==> src/rtl/alu_ctrl_mc_if.sv <==
// Request/response bundle for the multi-cycle ALU control block.
// The master issues operations and the slave returns results over valid/ready.
interface alu_ctrl_mc_if #(
  parameter int WIDTH   = 32,
  parameter int SHAMT_W = 5
);
  logic               in_valid;
  logic               in_ready;
  logic [2:0]         alu_op;
  logic [5:0]         funct;
  logic [SHAMT_W-1:0] shamt;
  logic [WIDTH-1:0]   a;
  logic [WIDTH-1:0]   b;
  logic               out_valid;
  logic               out_ready;
  logic [WIDTH-1:0]   result;
  logic               zero;
  logic [3:0]         aluctrl;
  logic               illegal;
  logic               busy;

  modport master (
    output in_valid, alu_op, funct, shamt, a, b, out_ready,
    input  in_ready, out_valid, result, zero, aluctrl, illegal, busy
  );

  modport slave (
    input  in_valid, alu_op, funct, shamt, a, b, out_ready,
    output in_ready, out_valid, result, zero, aluctrl, illegal, busy
  );
endinterface

==> src/rtl/alu_ctrl_mc.sv <==
// ALU control decoder plus execution unit; shifts and multiply are iterative.
// state | meaning
// IDLE  | waiting for a request, single-cycle ops complete from here
// SHIFT | one-bit-per-cycle logical shift of acc, cnt bits remaining
// MUL   | shift-add multiply, cnt iterations remaining
module alu_ctrl_mc #(
  parameter int WIDTH   = 32,
  parameter int SHAMT_W = 5,
  parameter bit MUL_EN  = 1'b1
) (
  input logic          clk,
  input logic          rst_n,
  alu_ctrl_mc_if.slave bus
);
  localparam int CW = SHAMT_W + 1;
  localparam logic [3:0] C_AND = 4'b0000, C_OR  = 4'b0001, C_ADD = 4'b0010,
                         C_SUB = 4'b0110, C_SLT = 4'b0111, C_NOR = 4'b1100,
                         C_SLL = 4'b1000, C_SRL = 4'b1001, C_MUL = 4'b1010;

  typedef enum logic [1:0] {IDLE, SHIFT, MUL} state_t;

  state_t           state_q, state_d;
  logic [WIDTH-1:0] acc_q, acc_d, mcand_q, mcand_d, mplier_q, mplier_d;
  logic [WIDTH-1:0] prod_q, prod_d, res_q, res_d;
  logic [CW-1:0]    cnt_q, cnt_d;
  logic [3:0]       op_q, op_d, ctrl_q, ctrl_d;
  logic             out_valid_q, out_valid_d, zero_q, zero_d, ill_q, ill_d;

  logic [3:0]       dec_ctrl;
  logic             dec_ill;
  logic [WIDTH-1:0] one_val, shifted, sum;
  logic             accept;

  always_comb begin
    dec_ctrl = C_AND;
    dec_ill  = 1'b0;
    case (bus.alu_op)
      3'b000: dec_ctrl = C_ADD;
      3'b001: dec_ctrl = C_SUB;
      3'b010: begin
        case (bus.funct)
          6'b100100: dec_ctrl = C_AND;
          6'b100101: dec_ctrl = C_OR;
          6'b100000: dec_ctrl = C_ADD;
          6'b100010: dec_ctrl = C_SUB;
          6'b101010: dec_ctrl = C_SLT;
          6'b100111: dec_ctrl = C_NOR;
          6'b000000: dec_ctrl = C_SLL;
          6'b000010: dec_ctrl = C_SRL;
          6'b011000: if (MUL_EN) dec_ctrl = C_MUL; else dec_ill = 1'b1;
          default:   dec_ill = 1'b1;
        endcase
      end
      3'b011:  dec_ctrl = C_AND;
      3'b100:  dec_ctrl = C_OR;
      3'b101:  dec_ctrl = C_SLT;
      default: dec_ill = 1'b1;
    endcase
  end

  always_comb begin
    one_val = '0;
    case (dec_ctrl)
      C_AND:   one_val = bus.a & bus.b;
      C_OR:    one_val = bus.a | bus.b;
      C_ADD:   one_val = bus.a + bus.b;
      C_SUB:   one_val = bus.a - bus.b;
      C_SLT:   one_val = {{(WIDTH-1){1'b0}}, ($signed(bus.a) < $signed(bus.b))};
      C_NOR:   one_val = ~(bus.a | bus.b);
      C_SLL:   one_val = bus.b << bus.shamt;
      C_SRL:   one_val = bus.b >> bus.shamt;
      default: one_val = '0;
    endcase
    if (dec_ill) one_val = '0;
  end

  assign bus.in_ready = rst_n & (state_q == IDLE) & (~out_valid_q | bus.out_ready);
  assign accept       = bus.in_valid & bus.in_ready;
  assign shifted      = (op_q == C_SLL) ? (acc_q << 1) : (acc_q >> 1);
  assign sum          = prod_q + (mplier_q[0] ? mcand_q : '0);

  always_comb begin
    state_d     = state_q;
    acc_d       = acc_q;
    mcand_d     = mcand_q;
    mplier_d    = mplier_q;
    prod_d      = prod_q;
    cnt_d       = cnt_q;
    op_d        = op_q;
    res_d       = res_q;
    zero_d      = zero_q;
    ctrl_d      = ctrl_q;
    ill_d       = ill_q;
    out_valid_d = out_valid_q & ~bus.out_ready;
    case (state_q)
      IDLE: begin
        if (accept) begin
          if (!dec_ill && (dec_ctrl == C_SLL || dec_ctrl == C_SRL) && bus.shamt != '0) begin
            acc_d   = bus.b;
            cnt_d   = {1'b0, bus.shamt};
            op_d    = dec_ctrl;
            state_d = SHIFT;
          end else if (!dec_ill && dec_ctrl == C_MUL) begin
            mcand_d  = bus.a;
            mplier_d = bus.b;
            prod_d   = '0;
            cnt_d    = CW'(WIDTH);
            state_d  = MUL;
          end else begin
            res_d       = one_val;
            zero_d      = (one_val == '0);
            ctrl_d      = dec_ctrl;
            ill_d       = dec_ill;
            out_valid_d = 1'b1;
          end
        end
      end
      SHIFT: begin
        acc_d = shifted;
        cnt_d = cnt_q - 1'b1;
        if (cnt_q == CW'(1)) begin
          res_d       = shifted;
          zero_d      = (shifted == '0);
          ctrl_d      = op_q;
          ill_d       = 1'b0;
          out_valid_d = 1'b1;
          state_d     = IDLE;
        end
      end
      MUL: begin
        prod_d   = sum;
        mcand_d  = mcand_q << 1;
        mplier_d = mplier_q >> 1;
        cnt_d    = cnt_q - 1'b1;
        if (cnt_q == CW'(1)) begin
          res_d       = sum;
          zero_d      = (sum == '0);
          ctrl_d      = C_MUL;
          ill_d       = 1'b0;
          out_valid_d = 1'b1;
          state_d     = IDLE;
        end
      end
      default: state_d = IDLE;
    endcase
  end

  always_ff @(posedge clk or negedge rst_n) begin
    if (!rst_n) begin
      state_q     <= IDLE;
      acc_q       <= '0;
      mcand_q     <= '0;
      mplier_q    <= '0;
      prod_q      <= '0;
      cnt_q       <= '0;
      op_q        <= C_AND;
      res_q       <= '0;
      zero_q      <= 1'b0;
      ctrl_q      <= C_AND;
      ill_q       <= 1'b0;
      out_valid_q <= 1'b0;
    end else begin
      state_q     <= state_d;
      acc_q       <= acc_d;
      mcand_q     <= mcand_d;
      mplier_q    <= mplier_d;
      prod_q      <= prod_d;
      cnt_q       <= cnt_d;
      op_q        <= op_d;
      res_q       <= res_d;
      zero_q      <= zero_d;
      ctrl_q      <= ctrl_d;
      ill_q       <= ill_d;
      out_valid_q <= out_valid_d;
    end
  end

  assign bus.out_valid = out_valid_q;
  assign bus.result    = res_q;
  assign bus.zero      = zero_q;
  assign bus.aluctrl   = ctrl_q;
  assign bus.illegal   = ill_q;
  assign bus.busy      = (state_q != IDLE);
endmodule
==> src/flat_wrapper.sv <==
// flat-port wrapper written by rule: the top's interface ports become plain ports
module alu_ctrl_mc_flat 
#(
  parameter int WIDTH   = 32,
  parameter int SHAMT_W = 5,
  parameter bit MUL_EN  = 1'b1
)
  (clk, rst_n, bus_in_valid, bus_alu_op, bus_funct, bus_shamt, bus_a, bus_b, bus_out_ready, bus_in_ready, bus_out_valid, bus_result, bus_zero, bus_aluctrl, bus_illegal, bus_busy);
  alu_ctrl_mc_if #(.WIDTH(WIDTH), .SHAMT_W(SHAMT_W)) bus_i ();
  input logic clk;
  input logic rst_n;
  input wire logic [$bits(bus_i.in_valid)-1:0] bus_in_valid;
  input wire logic [$bits(bus_i.alu_op)-1:0] bus_alu_op;
  input wire logic [$bits(bus_i.funct)-1:0] bus_funct;
  input wire logic [$bits(bus_i.shamt)-1:0] bus_shamt;
  input wire logic [$bits(bus_i.a)-1:0] bus_a;
  input wire logic [$bits(bus_i.b)-1:0] bus_b;
  input wire logic [$bits(bus_i.out_ready)-1:0] bus_out_ready;
  output wire logic [$bits(bus_i.in_ready)-1:0] bus_in_ready;
  output wire logic [$bits(bus_i.out_valid)-1:0] bus_out_valid;
  output wire logic [$bits(bus_i.result)-1:0] bus_result;
  output wire logic [$bits(bus_i.zero)-1:0] bus_zero;
  output wire logic [$bits(bus_i.aluctrl)-1:0] bus_aluctrl;
  output wire logic [$bits(bus_i.illegal)-1:0] bus_illegal;
  output wire logic [$bits(bus_i.busy)-1:0] bus_busy;
  assign bus_i.in_valid = bus_in_valid;
  assign bus_i.alu_op = bus_alu_op;
  assign bus_i.funct = bus_funct;
  assign bus_i.shamt = bus_shamt;
  assign bus_i.a = bus_a;
  assign bus_i.b = bus_b;
  assign bus_i.out_ready = bus_out_ready;
  assign bus_in_ready = bus_i.in_ready;
  assign bus_out_valid = bus_i.out_valid;
  assign bus_result = bus_i.result;
  assign bus_zero = bus_i.zero;
  assign bus_aluctrl = bus_i.aluctrl;
  assign bus_illegal = bus_i.illegal;
  assign bus_busy = bus_i.busy;
  alu_ctrl_mc #(.WIDTH(WIDTH), .SHAMT_W(SHAMT_W), .MUL_EN(MUL_EN)) u_core (.clk(clk), .rst_n(rst_n), .bus(bus_i));
endmodule
==> config.mk <==
export PLATFORM = sky130hd
export DESIGN_NAME = alu_ctrl_mc_flat
export DESIGN_NICKNAME = d
export VERILOG_FILES = /design/src/rtl/alu_ctrl_mc_if.sv /design/src/rtl/alu_ctrl_mc.sv /design/src/flat_wrapper.sv
export SDC_FILE = /design/constraint.sdc
export NUM_CORES = 1
export LEC_CHECK = 0
export CAP_MARGIN = 20
export CORE_ASPECT_RATIO = 1.1
export CORE_MARGIN = 1
export CORE_UTILIZATION = 32
export CTS_CLUSTER_SIZE = 40
export DETAILED_ROUTE_END_ITERATION = 6
export PLACE_DENSITY = 0.51
export REMOVE_ABC_BUFFERS = 1
export SLEW_MARGIN = 20
export SYNTH_ARGS = -nofsm -noshare
export SYNTH_HDL_FRONTEND = slang
export SYNTH_SLANG_ARGS = --single-unit
==> constraint.sdc <==
create_clock -name clk -period 4.97 [get_ports clk]
set_input_delay 0.497 -clock clk [delete_from_list [all_inputs] [get_ports clk]]
set_output_delay 0.497 -clock clk [all_outputs]
set_load 0.02 [all_outputs]
==> results of run 1 <==
report_power, final:
group,switching (uW),internal (uW)
Combinational,3080,1890
Sequential,336,1960
Clock,730,706
Total,4150,4560
critical path: cells and delay by family:
family                   cells  cell delay [ns]
AO/OA/AOI/OAI                6             2.09
AND/OR/NAND/NOR              5             1.29
buffers and inverters        3             0.87
adder cells (fa/ha/maj)      1             0.37
per-layer routing:
layer	wire (um)	part of all wire (%)
met1	44700	45
met2	44800	45
met3	6670	6.7
met4	3280	3.3
met5	5	0.0050
repair_timing:
action / CTS / global route
gates resized for setup: 0 / 2
hold buffers: 1 / 0
setup endpoints to repair: 0 / 1
endpoints found under the hold margin: 31 / 0
path summary, 6_finish.rpt:
kind,from,endpoint,cells after the start
max,bus_b[2],u_core.bus.zero,15
min,rst_n,u_core.mplier_q[2],2
max reg2reg,u_core.mcand_q[0],u_core.bus.zero,17
min reg2reg,u_core.prod_q[16],u_core.prod_q[16],2
max in group asynchronous,rst_n,u_core.prod_q[29],3
min in group clk,u_core.prod_q[16],u_core.prod_q[16],2
layout make-up:
cell class / count / area share [%]
Multi-Input combinational cell: 2179 / 59.9
Sequential cell: 179 / 18.0
Timing Repair Buffer: 397 / 13.7
Tap cell: 841 / 4.23
Inverter: 118 / 1.78
Clock buffer: 19 / 1.74
Clock inverter: 13 / 0.579
Antenna cell: 1 / 0.0101
layout by cell type (no fill, tap or decap), types with 34 or more instances in the layout:
cell	n
a211oi_1	35
a21oi_1	229
and2_1	41
buf_4	263
clkdlybuf4s50_1	116
dfrtp_1	179
ha_1	132
inv_1	114
mux2i_1	162
mux4_2	47
nand2_1	345
nand3_1	46
nor2_1	220
nor3_1	41
o21ai_0	276
xnor2_1	34
sequential cells by signal, summed over array words and instances, names as in the netlist:
signal / cells
u_core.bus.aluctrl: 4
u_core.state_q: 2
u_core.bus.result: 32
u_core.mcand_q: 32
u_core.bus.illegal: 1
u_core.prod_q: 32
u_core.op_q: 4
u_core.bus.out_valid: 1
u_core.bus.zero: 1
u_core.mplier_q: 32
u_core.acc_q: 32
u_core.cnt_q: 6
cell families after synthesis:
group                      Yosys count  share of synthesized area [%]
DFF                                179                           21.7
AOI/OAI and AO/OA                  886                           27.3
adders and majority gates          136                           8.34
buffers and inverters              332                           6.54
and+or+nand+nor                    862                           19.2
muxes                              241                           14.7
xor gates and xnor gates            54                           2.29
stage by stage:
stage | hold WS, ns | setup TNS (ns) | worst slack [ns] | total power (uW) | utilization, %
4_1_cts | 0.444 | 0 | 0.0411 | 8720 | 38.9
6_report | 0.453 | 0 | 0.296 | 8710 | 39.0
2_1_floorplan | 0.201 | -444.49 | -4.25 | 5240 | -
3_5_place_dp | 0.435 | -0.388 | -0.204 | 7230 | 38.0
5_1_grt | 0.483 | 0 | 0.102 | 9280 | 39.0
3_3_place_gp | 0.434 | -0.477 | -0.259 | 7190 | 38.0
==> impl_metrics.yaml, run 1 <==
clock_network:
  clock-sinks: 179
  post_cts_buffers: 0
  cts.clk_slew.worst_paths_ns: 0.08
  htree_levels: 4
  clockBufferDepth: 2
  cts_root_buffer: "clkbuf_16"
  cts-buffers-inserted: 17
  cts_tree: "done"
  clock_latency_ns: 0.51
global_routing:
  grt_pass1_wl_mm: 146
  grt_use_met2_pct: 48.1
  grt_util_met1_pct: 41.5
  groute.usage.overall_pct: 30.2
  grt_start_max_net_pins: 182
  grt_overflow_total: 0
  antenna_found_initial: 1
  met3_usage_pct: 4.86
  first_global_vias: 21600
  grt_busiest_layer: "met2"
pwr:
  irDropWorstVdd_mv: 0.297
  power.density_nw_per_um2: 350
  power_leakage_uw: 0.0109
layout:
  multi_input_area_um2: 14900
  layout.cells.non_filler: 3747
  layout-drive-gt1-share_pct: 15.0
  fillerInstances: 6818
  regArea_um2: 4480
  area_growth_pct: 20.3
  layout.nets: 3110
  postLayoutCellArea_um2: 24900
worst_setup_path:
  cpMostUsedCell: "a21oi_1"
  cp_cell_sequence: "clkdlybuf4s50_1 -> inv_1 -> ha_1 -> nand2b_1 -> a2111o_1 -> nand4b_1 -> a31oi_1 -> a21oi_1 -> buf_4 -> nor3_1 -> o31ai_1 -> nand2_1 -> a21oi_1 -> or4b_2 -> o21ai_1"
  cp_max_fo: 6
  r2r_setup_slack_ns: 0.43
  worst_ep_arrival_time_ns: 5.12
  critPathMaxStageDelay_ns: 0.64
  critPathLaunchType: "input port"
  cp-end-kind: "flop"
  cp_data_required_time_ns: 5.41
  crit_slowest_cell: "or4b_2"
  crit_type: "in2reg"
synth:
  synthArstFlopShare_pct: 100
  yosys.area.top_type: "dfrtp_1"
  synthFlopType: "dfrtp_1"
  yosys-top-cells-area: "dfrtp_1 22%, ha_1 8.0%, mux2i_1 7.8%, o21ai_0 6.7%, nand2_1 6.3%"
  yosysSeqAreaShare_pct: 21.7
  yosysWarnings: 0
  synth_edf_count: 0
  syn_inst: 2690
  synth_area_um2: 20700
  synth_top_cells_by_count: "345 x nand2_1, 276 x o21ai_0, 229 x a21oi_1"
  synth_seq_cells: 179
  synth_top_cell_area_share_pct: 21.7
  yosysUniqueCellTypes: 94
  syn_avg_cell_area_um2: 7.69
  synth_most_common_cell: "nand2_1"
sta:
  maxSlewHeadroom_pct: 31.8
  fmax_ghz: 0.214
  worstMarginPinSlew_ns: 1.01
  grt_setup_unrepaired: "false"
  fin_crit_sh_pct: 94.1
  slew_viol_final: 0
  setup_violations: 0
  final-hold-violation-count: 0
  skew_ns: 0.0160
  min_period_ns: 4.67
floorplanning:
  fp-row-count: 97
  ios: 123
  die_width_um: 244
  start_util_pct: 32.4
  die_area_um2: 65700
  die_y_um: 269
  coreArea_um2: 63800
route:
  finalWirelength_mm: 99.5
  vias: 22400
  drc: 12
  drtIter0Drc: 2291
  drt_first_pass_iters: 7
  routedWlPerCell_um: 26.6
  via_per_inst: 5.99
  postRouteAntennaNets: 0
run_status:
  status: "finished, violations left"
  violations: "DRC"
place:
  gp_congestion: 1.01
  numPortBuffers: 122
  placedCellCount: 3713
  dp_hpwl_mm: 79.2
  placed_area_um2: 24300
worst_hold_path:
  hp-class: "in2async"
run:
  maxCapViolations: 0
Note: power is estimated with default switching activity, not from simulation.
==> run 2, diff against run 1 <==
Settings changed: PLACE_DENSITY 0.51 to default.
==> run 2 against run 1 <==
The run now ends clean. Clock skew is 0.0023 ns lower. Sequential power barely moved. Worst setup slack better by 0.11 ns. Wire length decreased by 5.6%. Via count fell by 1.1%. Non-clock buffer count shrank 28.
==> impl_metrics.yaml, run 2 (same netlist as run 1, synthesis figures left out) <==
run_status:
  status: "finished, final reports clean"
pwr:
  irDropWorstVdd_mv: 0.297
  p_total_uw: 8700
  power.density_nw_per_um2: 353
  power_leakage_uw: 0.0108
floorplanning:
  coreArea_um2: 63800
  die_width_um: 244
  ios: 123
  start_util_pct: 32.4
  die_y_um: 269
  fp-row-count: 97
  die_area_um2: 65700
route:
  via_per_inst: 5.97
  drtIter0Drc: 2676
  vias: 22200
  finalWirelength_mm: 93.9
  drt_first_pass_iters: 6
  routedWlPerCell_um: 25.2
  drc: 0
  postRouteAntennaNets: 0
global_routing:
  groute.usage.overall_pct: 28.3
  antenna_found_initial: 2
  grt_start_max_net_pins: 120
  grt_pass1_wl_mm: 139
  first_global_vias: 21100
  grt_overflow_total: 0
layout:
  final_cell_mix: "345 x nand2_1, 276 x o21ai_0, 237 x buf_4"
  diodes: 0
  final_util_pct: 38.6
  fillerInstances: 6745
  postLayoutCellArea_um2: 24700
  layout.nets: 3082
  layout-drive-gt1-share_pct: 14.3
  mostFrequentLayoutCell: "nand2_1"
  area_growth_pct: 19.3
clock_network:
  clock_latency_ns: 0.50
  cts_root_buffer: "clkbuf_16"
  cts_tree: "done"
  clock-sinks: 179
  clockBufferDepth: 2
  htree_levels: 4
  post_cts_buffers: 0
  cts-buffers-inserted: 17
  cts.clk_slew.worst_paths_ns: 0.07
worst_hold_path:
  hp-class: "in2async"
run:
  maxCapViolations: 0
sta:
  worstMarginPinSlew_ns: 0.983
  slew_viol_final: 0
  skew_ns: 0.0137
  min_period_ns: 4.56
  maxSlewHeadroom_pct: 34.3
  fin_crit_sh_pct: 91.8
  final-hold-violation-count: 0
  grt_setup_unrepaired: "false"
  fin_tns_setup_ns: 0
  setup_violations: 0
  fin_ws_ns: 0.408
  fmax_ghz: 0.219
worst_setup_path:
  r2r_setup_slack_ns: 0.41
  worst_ep_arrival_time_ns: 4.98
  cp_data_required_time_ns: 5.39
  crit_type: "reg2reg"
  cp_max_fo: 3
  critPathLaunchType: "flop"
  reg2reg_depth: 17
  rr_startpoint: "u_core.mcand_q[0]"
  cp-end-kind: "flop"
  r2r_end: "u_core.bus.zero"
place:
  pre_cts_ws_ns: -0.108
  numPortBuffers: 122
  placed_area_um2: 24000
  dp_hpwl_mm: 75.1
  gp_congestion: 1.04
run 2: what timing repair did:
| item | 4_1_cts | 5_1_grt |
|---|---|---|
| endpoints found under the hold margin | 26 | 0 |
| hold buffers | 1 | 0 |
| gates resized for setup | 0 | 0 |
run 2: worst max-delay path, stage by stage (launching register included):
cell and delay, ns:
dfrtp_1 0.43, and2_1 0.22, ha_1 0.23, fa_1 0.49, nor2_1 0.28, o2111ai_1 0.21, a211o_1 0.35, nor4_1 0.24
nand4b_1 0.17, nor4_1 0.26, buf_4 0.16, nand4bb_1 0.11, a2111oi_0 0.45, buf_4 0.19, nand4b_1 0.10, nor4_1 0.28
a41oi_1 0.20, o21ai_1 0.12
run 2: final cells by class:
type                       instances  area, um2  share of cell area, %
inverter                         118        443                   1.80
clock buffer                      17        425                   1.72
tap                              841       1050                   4.27
multi-input combinational       2179      14900                   60.4
timing repair buffer             369       3180                   12.9
clock inverter                    15        184                  0.746
sequential                       179       4480                   18.2
run 2: layer usage:
metal,vias up,GRT usage (%),share of wire (%)
li1,10200,-,-
met1,10800,37.9,43
met2,1084,45.1,45
met3,186,4.10,7.5
met4,4,12.4,4.3
met5,-,0,0.025
run 2: through the flow:
step	instances	hold WS (ns)
after floorplan	2476	0.201
after global routing	3718	0.487
after detailed placement	3685	0.421
final	3718	0.459
after CTS	3718	0.453
after global placement	3685	0.422
run 2: worst max path at each step:
| stage | from | end | slack, ns | depth (start not counted) |
|---|---|---|---|---|
| CTS | u_core.mcand_q[0] | u_core.bus.zero | 0.37 | 17 |
| finish | u_core.mcand_q[0] | u_core.bus.zero | 0.41 | 17 |
| floorplan | u_core.state_q[0] | u_core.mcand_q[0] | -4.25 | 4 |
| detailed placement | bus_b[2] | u_core.bus.zero | -0.11 | 14 |
| global placement | bus_b[2] | u_core.bus.zero | -0.12 | 14 |
| global route | u_core.mcand_q[0] | u_core.bus.zero | 0.04 | 17 |
run 2: power breakdown:
| group | leakage, uW | internal [uW] | switching, uW | total [uW] |
|---|---|---|---|---|
| combinational | 0.00811 | 1870 | 3060 | 4930 |
| sequential | 0.00237 | 1960 | 353 | 2310 |
| clock | 0.000295 | 724 | 738 | 1460 |
==> patch (settings of run 2) <==
`SHAMT_W` is set to 5 in 3 places; all go to 10.
--- a/src/rtl/alu_ctrl_mc_if.sv
+++ b/src/rtl/alu_ctrl_mc_if.sv
@@ -4,3 +4,3 @@
   parameter int WIDTH   = 32,
-  parameter int SHAMT_W = 5
+  parameter int SHAMT_W = 10
 );
--- a/src/rtl/alu_ctrl_mc.sv
+++ b/src/rtl/alu_ctrl_mc.sv
@@ -7,3 +7,3 @@
   parameter int WIDTH   = 32,
-  parameter int SHAMT_W = 5,
+  parameter int SHAMT_W = 10,
   parameter bit MUL_EN  = 1'b1
--- a/src/flat_wrapper.sv
+++ b/src/flat_wrapper.sv
@@ -4,3 +4,3 @@
   parameter int WIDTH   = 32,
-  parameter int SHAMT_W = 5,
+  parameter int SHAMT_W = 10,
   parameter bit MUL_EN  = 1'b1
Interface: changed (resized bus_shamt); port bits go from 123 to 128. The function was not compared with the original's and may differ.
==> patch against run 2 <==
Design area rose by 2.6%. Largest cell class unchanged. Sequential cell count rose by 5. Critical path type is now primary input to flop. Power rose by 5.7%. Worst setup slack got worse by 0.29 ns. Area after synthesis rose by 2.9%. Largest power group unchanged. Worst hold slack got worse by 0.011 ns. Routed wire length rose by 3.7%. Global-route usage rose by 0.37 points.
==> patch: results <==
[run_status]
status = finished, final reports clean

[synth]
synthCells = 2785
synth.top_cells.by_area = dfrtp_1 (22%), ha_1 (7.8%), mux2i_1 (6.9%)
async_reset_ff_share_pct = 100
synthFlopType = dfrtp_1
seq_area_frac_synth_pct = 21.6
synth_cell_types = 89
synthTopCellsByCount = nand2_1 (364), o21ai_0 (257), nor2_1 (221)

[power_and_ir_drop]
p_leak_nw = 10.9
peakVddDrop_v = 0.000367

[place]
dp_hpwl_mm = 77.7
post-place-ws_ns = -0.309
portBuffers = 127
dp_cells = 3766
gp_congestion = 1.05

[clock_tree]
cts.clk_slew.worst_paths_ns = 0.08
cts_buffers = 17
cts_setup_buffers = 0
clockBufferDepth = 2
clk_latency_ns = 0.51
clock-root-buffer = clkbuf_16
ctsHoldBuffers = 1

[global_route]
grt_antenna_before_repair = 3
grt_start_max_net_pins = 103
grt_pass1_vias = 21700
grt_pass1_wl_mm = 144
overflow = 0
grt_usage_pct = 28.7

[critical_path]
worstPathArrival_ns = 5.31
ff2ff_setup_slack_ns = 0.20
r2r.worst_path.cells = 15
cp_max_fo = 25

[detailed_routing]
drt_iter0_drc = 2780
routed_wirelength_mm = 97.4
via_per_inst = 5.98
num_vias = 22700
detail_route.first_pass.iterations = 5

[layout]
drive_gt1_share_pct = 13.6
fin_nets = 3159

[hold_path]
min_path_type = primary input to asynchronous set/reset pin

[sta]
period_minus_slack_ns = 4.85
skew_ns = 0.0118
fin_worst_hold_slack_ns = 0.447
tightest_slew_ns = 0.949
patch: changes by cell type in the layout (fill, tap and decap cells not counted), sizes merged, moves of 10 or more:
cell,run 2,this run
a211oi,37,54
mux2i,162,146
a21oi,229,214
o21a,13,23
a21o,32,42
nor3,44,62
or3,13,27
buf,251,233
and3,12,22
nand2,345,364
o21ai,279,259
patch: critical path, stage by stage:
cell	delay (ns)
buf_4	0.31
buf_4	0.28
mux2_2	0.39
and2_1	0.18
o311ai_0	0.65
o21ai_0	0.31
a21oi_1	0.28
o22ai_1	0.13
nor3_1	0.62
nand4b_1	0.16
nor4_1	0.70
buf_4	0.22
o211ai_1	0.08
nor4_1	0.31
o22a_2	0.18
patch: path summary, 6_finish.rpt:
path | endpoint | startpoint
min in group clk | u_core.cnt_q[2] | bus_shamt[2]
max | u_core.bus.zero | bus_shamt[1]
max reg2reg | u_core.bus.zero | u_core.mcand_q[0]
max in group asynchronous | u_core.mplier_q[21] | rst_n
min reg2reg | u_core.bus.result[17] | u_core.bus.result[17]
min | u_core.prod_q[9] | rst_n
patch: metal layers:
layer / vias up / global-route usage [%] / share of wire [%]
li1: 10500 / - / -
met1: 11000 / 38.1 / 42
met2: 1080 / 44.7 / 45
met3: 211 / 5.34 / 8.0
met4: 4 / 13.0 / 4.9
met5: - / 0 / 0.030
patch: metrics by stage:
stage	TNS (ns)	utilization, %	instance area [µm²]
after floorplan	-434.47	-	20400
after global placement	-0.322	37.7	24600
after detailed placement	-0.309	37.7	24700
after CTS	0	38.7	25300
after global routing	0	38.7	25300
final	0	38.7	25300
patch: cells by family (layout without fill, tap and decap cells):
group	Yosys count	after routing	synth area share [%]
simple gates	959	959	21.1
flops	184	184	21.6
mux	239	239	14.6
buf+inv	342	506	6.25
xor+xnor	52	52	2.14
other cells	0	3	0
fa+ha+maj	136	136	8.10
compound gates	873	873	26.1
patch: area by class of cell:
type,instances,area (µm²)
Antenna cell,3,7.51
Clock buffer,18,429
Clock inverter,14,185
Fill cell,6803,40100
Inverter,117,439
Multi-Input combinational cell,2259,15400
Sequential cell,184,4600
Tap cell,850,1060
Timing Repair Buffer,357,3150
patch: power breakdown:
group	leakage [nW]	internal [mW]	switching (mW)	total, mW
logic	8.20	2.04	3.19	5.23
clock network	0.296	0.803	0.707	1.51
registers	2.41	2.05	0.406	2.46
